### config.mk
export PLATFORM = sky130hd
export DESIGN_NAME = pu_operand_loader
export DESIGN_NICKNAME = d
export VERILOG_FILES = /design/src/rtl/pu_pkg.sv /design/src/rtl/pu_lane_next.sv /design/src/rtl/pu_operand_loader.sv
export SDC_FILE = /design/constraint.sdc
export NUM_CORES = 1
export LEC_CHECK = 0
export BUFFER_PORTS_ARGS = -buffer_cell sky130_fd_sc_hd__clkbuf_2
export CAP_MARGIN = 0
export CORE_ASPECT_RATIO = 1.2
export CORE_MARGIN = 2
export CORE_UTILIZATION = 28
export CTS_CLUSTER_DIAMETER = 120
export CTS_CLUSTER_SIZE = 30
export DETAILED_ROUTE_END_ITERATION = 12
export HOLD_SLACK_MARGIN = 0.15
export SYNTH_ARGS = -nofsm -noshare
export SYNTH_HDL_FRONTEND = slang
export SYNTH_SLANG_ARGS = --single-unit
### constraint.sdc
create_clock -name clk -period 3 [get_ports clk]
set_input_delay 0.45 -clock clk [delete_from_list [all_inputs] [get_ports clk]]
set_output_delay 0.45 -clock clk [all_outputs]
set_load 0.01 [all_outputs]
### src/rtl/pu_pkg.sv
// Shared PU definitions: lane geometry and the operand vector type.
// Imported by the PU and by its operand loader.
package pu_pkg;

    localparam int PU_NUM_LANES = 8;
    localparam int PU_DATA_W    = 32;

    typedef logic [PU_NUM_LANES-1:0][PU_DATA_W-1:0] lane_vec_t;

endpackage

### src/rtl/pu_lane_next.sv
// Active-lane walker for the operand loader.
// Finds the next active lane above the current one.
module pu_lane_next #(
    parameter int NUM_LANES = 8
) (
    input  logic [NUM_LANES-1:0]         i_act_msk,
    input  logic [$clog2(NUM_LANES)-1:0] i_lane,
    output logic [$clog2(NUM_LANES)-1:0] o_next,
    output logic                         o_is_last
);

    localparam int LW = $clog2(NUM_LANES);

    // descending scan so the lowest active lane above i_lane wins
    always_comb begin
        o_next    = '0;
        o_is_last = 1'b1;
        for (int i = NUM_LANES - 1; i >= 0; i--) begin
            if (i > int'(i_lane) && i_act_msk[i]) begin
                o_next    = LW'(i);
                o_is_last = 1'b0;
            end
        end
    end

endmodule

### src/rtl/pu_operand_loader.sv
// Packs a 32-bit word stream into PU operand vectors,
// skipping constant lanes, with a small slot buffer.
module pu_operand_loader
    import pu_pkg::*;
#(
    parameter int NUM_LANES = PU_NUM_LANES,
    parameter int DATA_W    = PU_DATA_W,
    parameter int DEPTH     = 2
) (
    input  logic                          clk,
    input  logic                          rst_n,
    input  logic                          cfg_en,
    input  logic                          cfg_flush,
    input  logic [NUM_LANES-1:0]          cfg_lane_msk,
    input  logic [DATA_W-1:0]             s_data,
    input  logic                          s_valid,
    output logic                          s_ready,
    output logic [NUM_LANES*DATA_W-1:0]   pu_data,
    output logic [NUM_LANES-1:0]          pu_dv,
    input  logic                          pu_rdy,
    output logic [$clog2(DEPTH):0]        o_slots_full,
    output logic                          o_partial,
    output logic [15:0]                   o_vec_cnt
);

    localparam int PW = $clog2(DEPTH);
    localparam int LW = $clog2(NUM_LANES);
    localparam int CW = PW + 1;

    typedef logic [NUM_LANES-1:0][DATA_W-1:0] slot_t;

    slot_t                r_slot [DEPTH];
    logic [DEPTH-1:0]     r_full;
    logic [PW-1:0]        r_wr_ptr;
    logic [PW-1:0]        r_rd_ptr;
    logic [LW-1:0]        r_lane;
    logic                 r_partial;
    logic [NUM_LANES-1:0] r_act_msk;
    logic [15:0]          r_vec_cnt;

    logic [NUM_LANES-1:0] w_new_msk;
    logic [NUM_LANES-1:0] w_cur_msk;
    logic [LW-1:0]        w_first;
    logic [LW-1:0]        w_lane;
    logic [LW-1:0]        w_next;
    logic                 w_is_last;
    logic                 w_ready;
    logic                 w_accept;
    logic                 w_done;
    logic                 w_pop;
    logic [DEPTH-1:0]     w_set;
    logic [DEPTH-1:0]     w_clr;
    logic [CW-1:0]        w_cnt;

    assign w_new_msk = ~cfg_lane_msk;
    assign w_cur_msk = r_partial ? r_act_msk : w_new_msk;

    // lowest active lane of the mask a new vector would latch
    always_comb begin
        w_first = '0;
        for (int i = NUM_LANES - 1; i >= 0; i--) begin
            if (w_new_msk[i]) begin
                w_first = LW'(i);
            end
        end
    end

    assign w_lane = r_partial ? r_lane : w_first;

    pu_lane_next #(
        .NUM_LANES (NUM_LANES)
    ) u_lane_next (
        .i_act_msk (w_cur_msk),
        .i_lane    (w_lane),
        .o_next    (w_next),
        .o_is_last (w_is_last)
    );

    assign w_ready  = cfg_en & ~r_full[r_wr_ptr] & ~cfg_flush
                    & (|w_new_msk);
    assign w_accept = w_ready & s_valid;
    assign w_done   = w_accept & w_is_last;
    assign w_pop    = r_full[r_rd_ptr] & pu_rdy;

    // one-hot set/clear of slot full flags; slots are always distinct
    always_comb begin
        w_set = '0;
        w_clr = '0;
        if (w_done) begin
            w_set[r_wr_ptr] = 1'b1;
        end
        if (w_pop) begin
            w_clr[r_rd_ptr] = 1'b1;
        end
    end

    // fill-side state: write pointer, lane walk and latched mask
    always_ff @(posedge clk or negedge rst_n) begin
        if (!rst_n) begin
            r_wr_ptr  <= '0;
            r_lane    <= '0;
            r_partial <= 1'b0;
            r_act_msk <= '0;
        end else if (cfg_flush) begin
            r_wr_ptr  <= '0;
            r_lane    <= '0;
            r_partial <= 1'b0;
        end else if (w_accept) begin
            if (!r_partial) begin
                r_act_msk <= w_new_msk;
            end
            if (w_is_last) begin
                r_wr_ptr  <= r_wr_ptr + PW'(1);
                r_lane    <= '0;
                r_partial <= 1'b0;
            end else begin
                r_lane    <= w_next;
                r_partial <= 1'b1;
            end
        end
    end

    // slot data; the first word of a vector zeroes the other lanes
    always_ff @(posedge clk or negedge rst_n) begin
        if (!rst_n) begin
            for (int s = 0; s < DEPTH; s++) begin
                r_slot[s] <= '0;
            end
        end else if (w_accept) begin
            for (int l = 0; l < NUM_LANES; l++) begin
                if (LW'(l) == w_lane) begin
                    r_slot[r_wr_ptr][l] <= s_data;
                end else if (!r_partial) begin
                    r_slot[r_wr_ptr][l] <= '0;
                end
            end
        end
    end

    // drain side: full flags and read pointer
    always_ff @(posedge clk or negedge rst_n) begin
        if (!rst_n) begin
            r_full   <= '0;
            r_rd_ptr <= '0;
        end else if (cfg_flush) begin
            r_full   <= '0;
            r_rd_ptr <= '0;
        end else begin
            r_full <= (r_full | w_set) & ~w_clr;
            if (w_pop) begin
                r_rd_ptr <= r_rd_ptr + PW'(1);
            end
        end
    end

    // delivered vector count survives flush
    always_ff @(posedge clk or negedge rst_n) begin
        if (!rst_n) begin
            r_vec_cnt <= '0;
        end else if (w_pop) begin
            r_vec_cnt <= r_vec_cnt + 16'd1;
        end
    end

    // number of complete slots waiting for the PU
    always_comb begin
        w_cnt = '0;
        for (int s = 0; s < DEPTH; s++) begin
            w_cnt = w_cnt + CW'(r_full[s]);
        end
    end

    assign s_ready      = w_ready;
    assign pu_dv        = {NUM_LANES{r_full[r_rd_ptr]}};
    assign pu_data      = r_slot[r_rd_ptr];
    assign o_slots_full = w_cnt;
    assign o_partial    = r_partial;
    assign o_vec_cnt    = r_vec_cnt;

endmodule
==> flow_summary.toml <==
[placement]
numPortBuffers = 329
place_hpwl_mm = 57.9
pre_cts_ws_ps = -116
place_congestion = 0.886

[sta]
tightest_slew_ps = 1260
setup-violations-final = 0
fmax_ghz = 0.346
rsz0062_at_grt = "false"
clock_skew_ps = 28.9
setup_ws_ps = 110
maxSlewHeadroom_pct = 15.9
final-hold-violation-count = 0
period_minus_slack_ps = 2890
maxSlewViolCount = 0
fin_crit_sh_pct = 96.3

[die]
fp.dieW_um = 269
row_count = 116
start_util_pct = 28.3
pin_count = 330
core_um2 = 83300
die_area_um2 = 86400
fp.dieH_um = 322

[synthesis]
syn_area_per_cell_um2 = 11.8
synth_edf_count = 0
synth_fp_nets = 2043
syn_area_um2 = 23500
synthesis.instances = 1995
synth.distinct_cells = 47
yosysSeqAreaShare_pct = 57.7
synth_flop_cell = "dfrtp_1"
synthArstFlopShare_pct = 100
ys_ff_latch = 543
yosys_warnings = 0

[clock_network]
tritoncts = "yes"
cts.sinks = 543
clk_pin_slew_ps = 120
clock_path_buffers = 3
cts_buffers = 22
clk_latency_ps = 600
cts-root-buf = "clkbuf_16"
cts_max_level = 1

[status]
outcome = "completed"

[final_layout]
fillers = 8386
nNetsFinal = 2294
area_delta_synth_final_pct = 17.0
drive_gt1_share_pct = 32.7

[detailed_routing]
vias_per_cell = 5.36
routedWlPerCell_um = 26.2
drc = 0
drt_first_pass_iters = 5
num_vias = 18100
postRouteAntennaNets = 0
routed_wirelength_mm = 88.2
drtIter0Drc = 1832

[hold_path]
min_from = "s_data[26]"
min_path_type = "in -> reg"

[power_and_ir_drop]
peakVddDrop_mv = 0.405
power_mw = 13.4
p_leak_nw = 13.5
power.density_nw_per_um2 = 486

[critical_path]
critPathCaptureType = "output pin"
slowest_delay_ps = 780
worstPathMaxFanout = 74
critPathLaunchType = "register"
r2r_start = "o_partial"
crit_path_top_delay_cell = "dfrtp_4"
cp_data_arrival_time_ps = 2440
path_cells = "buf_12 > mux2_2 > clkbuf_2"
worstSetupPathType = "reg -> out"
required_ps = 2550
startpoint = "r_rd_ptr"

[global_route]
grt_max_degree = 134
grt_overflow = 0
grt_pass1_vias = 18500
track_usage_pct = 19.9
grt_antenna_before_repair = 1
grt_pass1_wl_mm = 127

[job]
drv_cap = 0
stage by stage:
stage,TNS (ps),util [%],cell area [µm²],hold WS (ps),instances
6_report,0,33.0,27500,327,3370
5_1_grt,0,33.0,27500,314,3369
4_1_cts,0,33.0,27500,303,3365
3_5_place_dp,-3500,32.1,26700,452,3329
3_3_place_gp,-423,32.1,26700,443,3329
2_1_floorplan,0,-,23500,154,1995
registers in the layout, summed over array words and instances, names as in the netlist:
signal and cells:
r_full 2, o_partial 1, o_vec_cnt 16, r_wr_ptr 1, r_rd_ptr 1, r_lane 3
r_act_msk 7, r_slot 512
path summary, 6_finish.rpt:
check,to,slack [ps],cells past startpoint
setup / recovery,pu_data[98],110,3
hold / removal,r_slot[122],330,3
setup reg to reg,r_slot[271],140,8
hold reg to reg,r_slot[506],470,2
max in group asynchronous,r_slot[258],1480,3
min in group asynchronous,r_slot[374],470,2
cell type report:
class                   instances  area (µm²)  share of cell area (%)
flip-flops and latches        543       13600                    49.4
multi-input cells            1253        9360                    34.0
repair buffers                422        2530                    9.21
well taps                    1121        1400                    5.10
clock buffers                  24         589                    2.14
clock inverters                 2        27.5                   0.100
inverters                       4        15.0                  0.0545
diodes                          1        2.50                 0.00909
Yosys cell counts (4+ instances only):
cell,count,share of area (%)
o21ai_0,76,1.6
nand4_1,8,0.21
xor2_1,6,0.22
nand2b_1,37,0.98
dfrtp_1,543,58
nor2_1,21,0.33
a21oi_1,15,0.32
buf_1,16,0.26
a22o_1,161,6.0
nor3_1,4,0.085
xnor2_1,9,0.33
nand2_1,304,4.8
buf_4,7,0.22
clkbuf_1,165,2.6
mux2_2,258,12
o21ai_1,15,0.32
o2bb2ai_1,97,3.6
buf_2,11,0.23
nand3_1,101,2.1
a32o_1,96,4.1
worst max-delay path, delay by kind of cell (launching register included):
kind     cells  cell delay, ps
buf+inv      2             570
mux          1             430
flops        1             780
report_power, final:
part | total, mW | internal [mW] | switching, mW
Sequential | 7.76 | 7.59 | 0.168
Combinational | 1.79 | 0.616 | 1.18
Clock | 3.83 | 1.44 | 2.39
Total | 13.4 | 9.65 | 3.73
repair_timing:
action / 4_1_cts / 5_1_grt
endpoints found under the hold margin: 72 / 0
hold buffers: 7 / 0
gates cloned: 3 / 1
gates resized for setup: 4 / 3
setup endpoints to repair: 96 / 49
setup buffers: 0 / 3
pin swaps: 0 / 0
cell usage in the layout (no fill, tap or decap), types with 4 or more instances in the layout:
| master | netlist | routed |
|---|---|---|
| a21oi_1 | 15 | 15 |
| a22o_1 | 161 | 161 |
| a32o_1 | 96 | 96 |
| buf_12 | 0 | 13 |
| buf_4 | 7 | 73 |
| clkbuf_16 | 0 | 23 |
| clkbuf_2 | 0 | 328 |
| dfrtp_1 | 543 | 540 |
| dlygate4sd3_1 | 0 | 7 |
| mux2_2 | 258 | 258 |
| nand2_1 | 304 | 299 |
| nand2_2 | 0 | 5 |
| nand2b_1 | 37 | 37 |
| nand3_1 | 101 | 101 |
| nand4_1 | 8 | 8 |
| nor2_1 | 21 | 16 |
| nor2_2 | 1 | 5 |
| nor3_2 | 2 | 4 |
| o21ai_0 | 76 | 76 |
| o21ai_1 | 15 | 9 |
| o21ai_4 | 0 | 10 |
| o2bb2ai_1 | 97 | 97 |
| xnor2_1 | 9 | 9 |
| xor2_1 | 6 | 6 |
kinds of logic after synthesis:
group / synth area share (%)
and+or+nand+nor: 9.29
adders and majority gates: 0.106
xor gates and xnor gates: 0.558
DFF: 57.7
muxes: 12.4
buffers and inverters: 3.41
AOI/OAI and AO/OA: 16.5
metal layers:
metal,GRT usage [%],share of wire [%]
met5,0,0
met1,25.5,41
met2,34.2,49
met3,2.74,5.5
met4,7.00,3.7
Note: power is estimated with default switching activity, not from simulation.
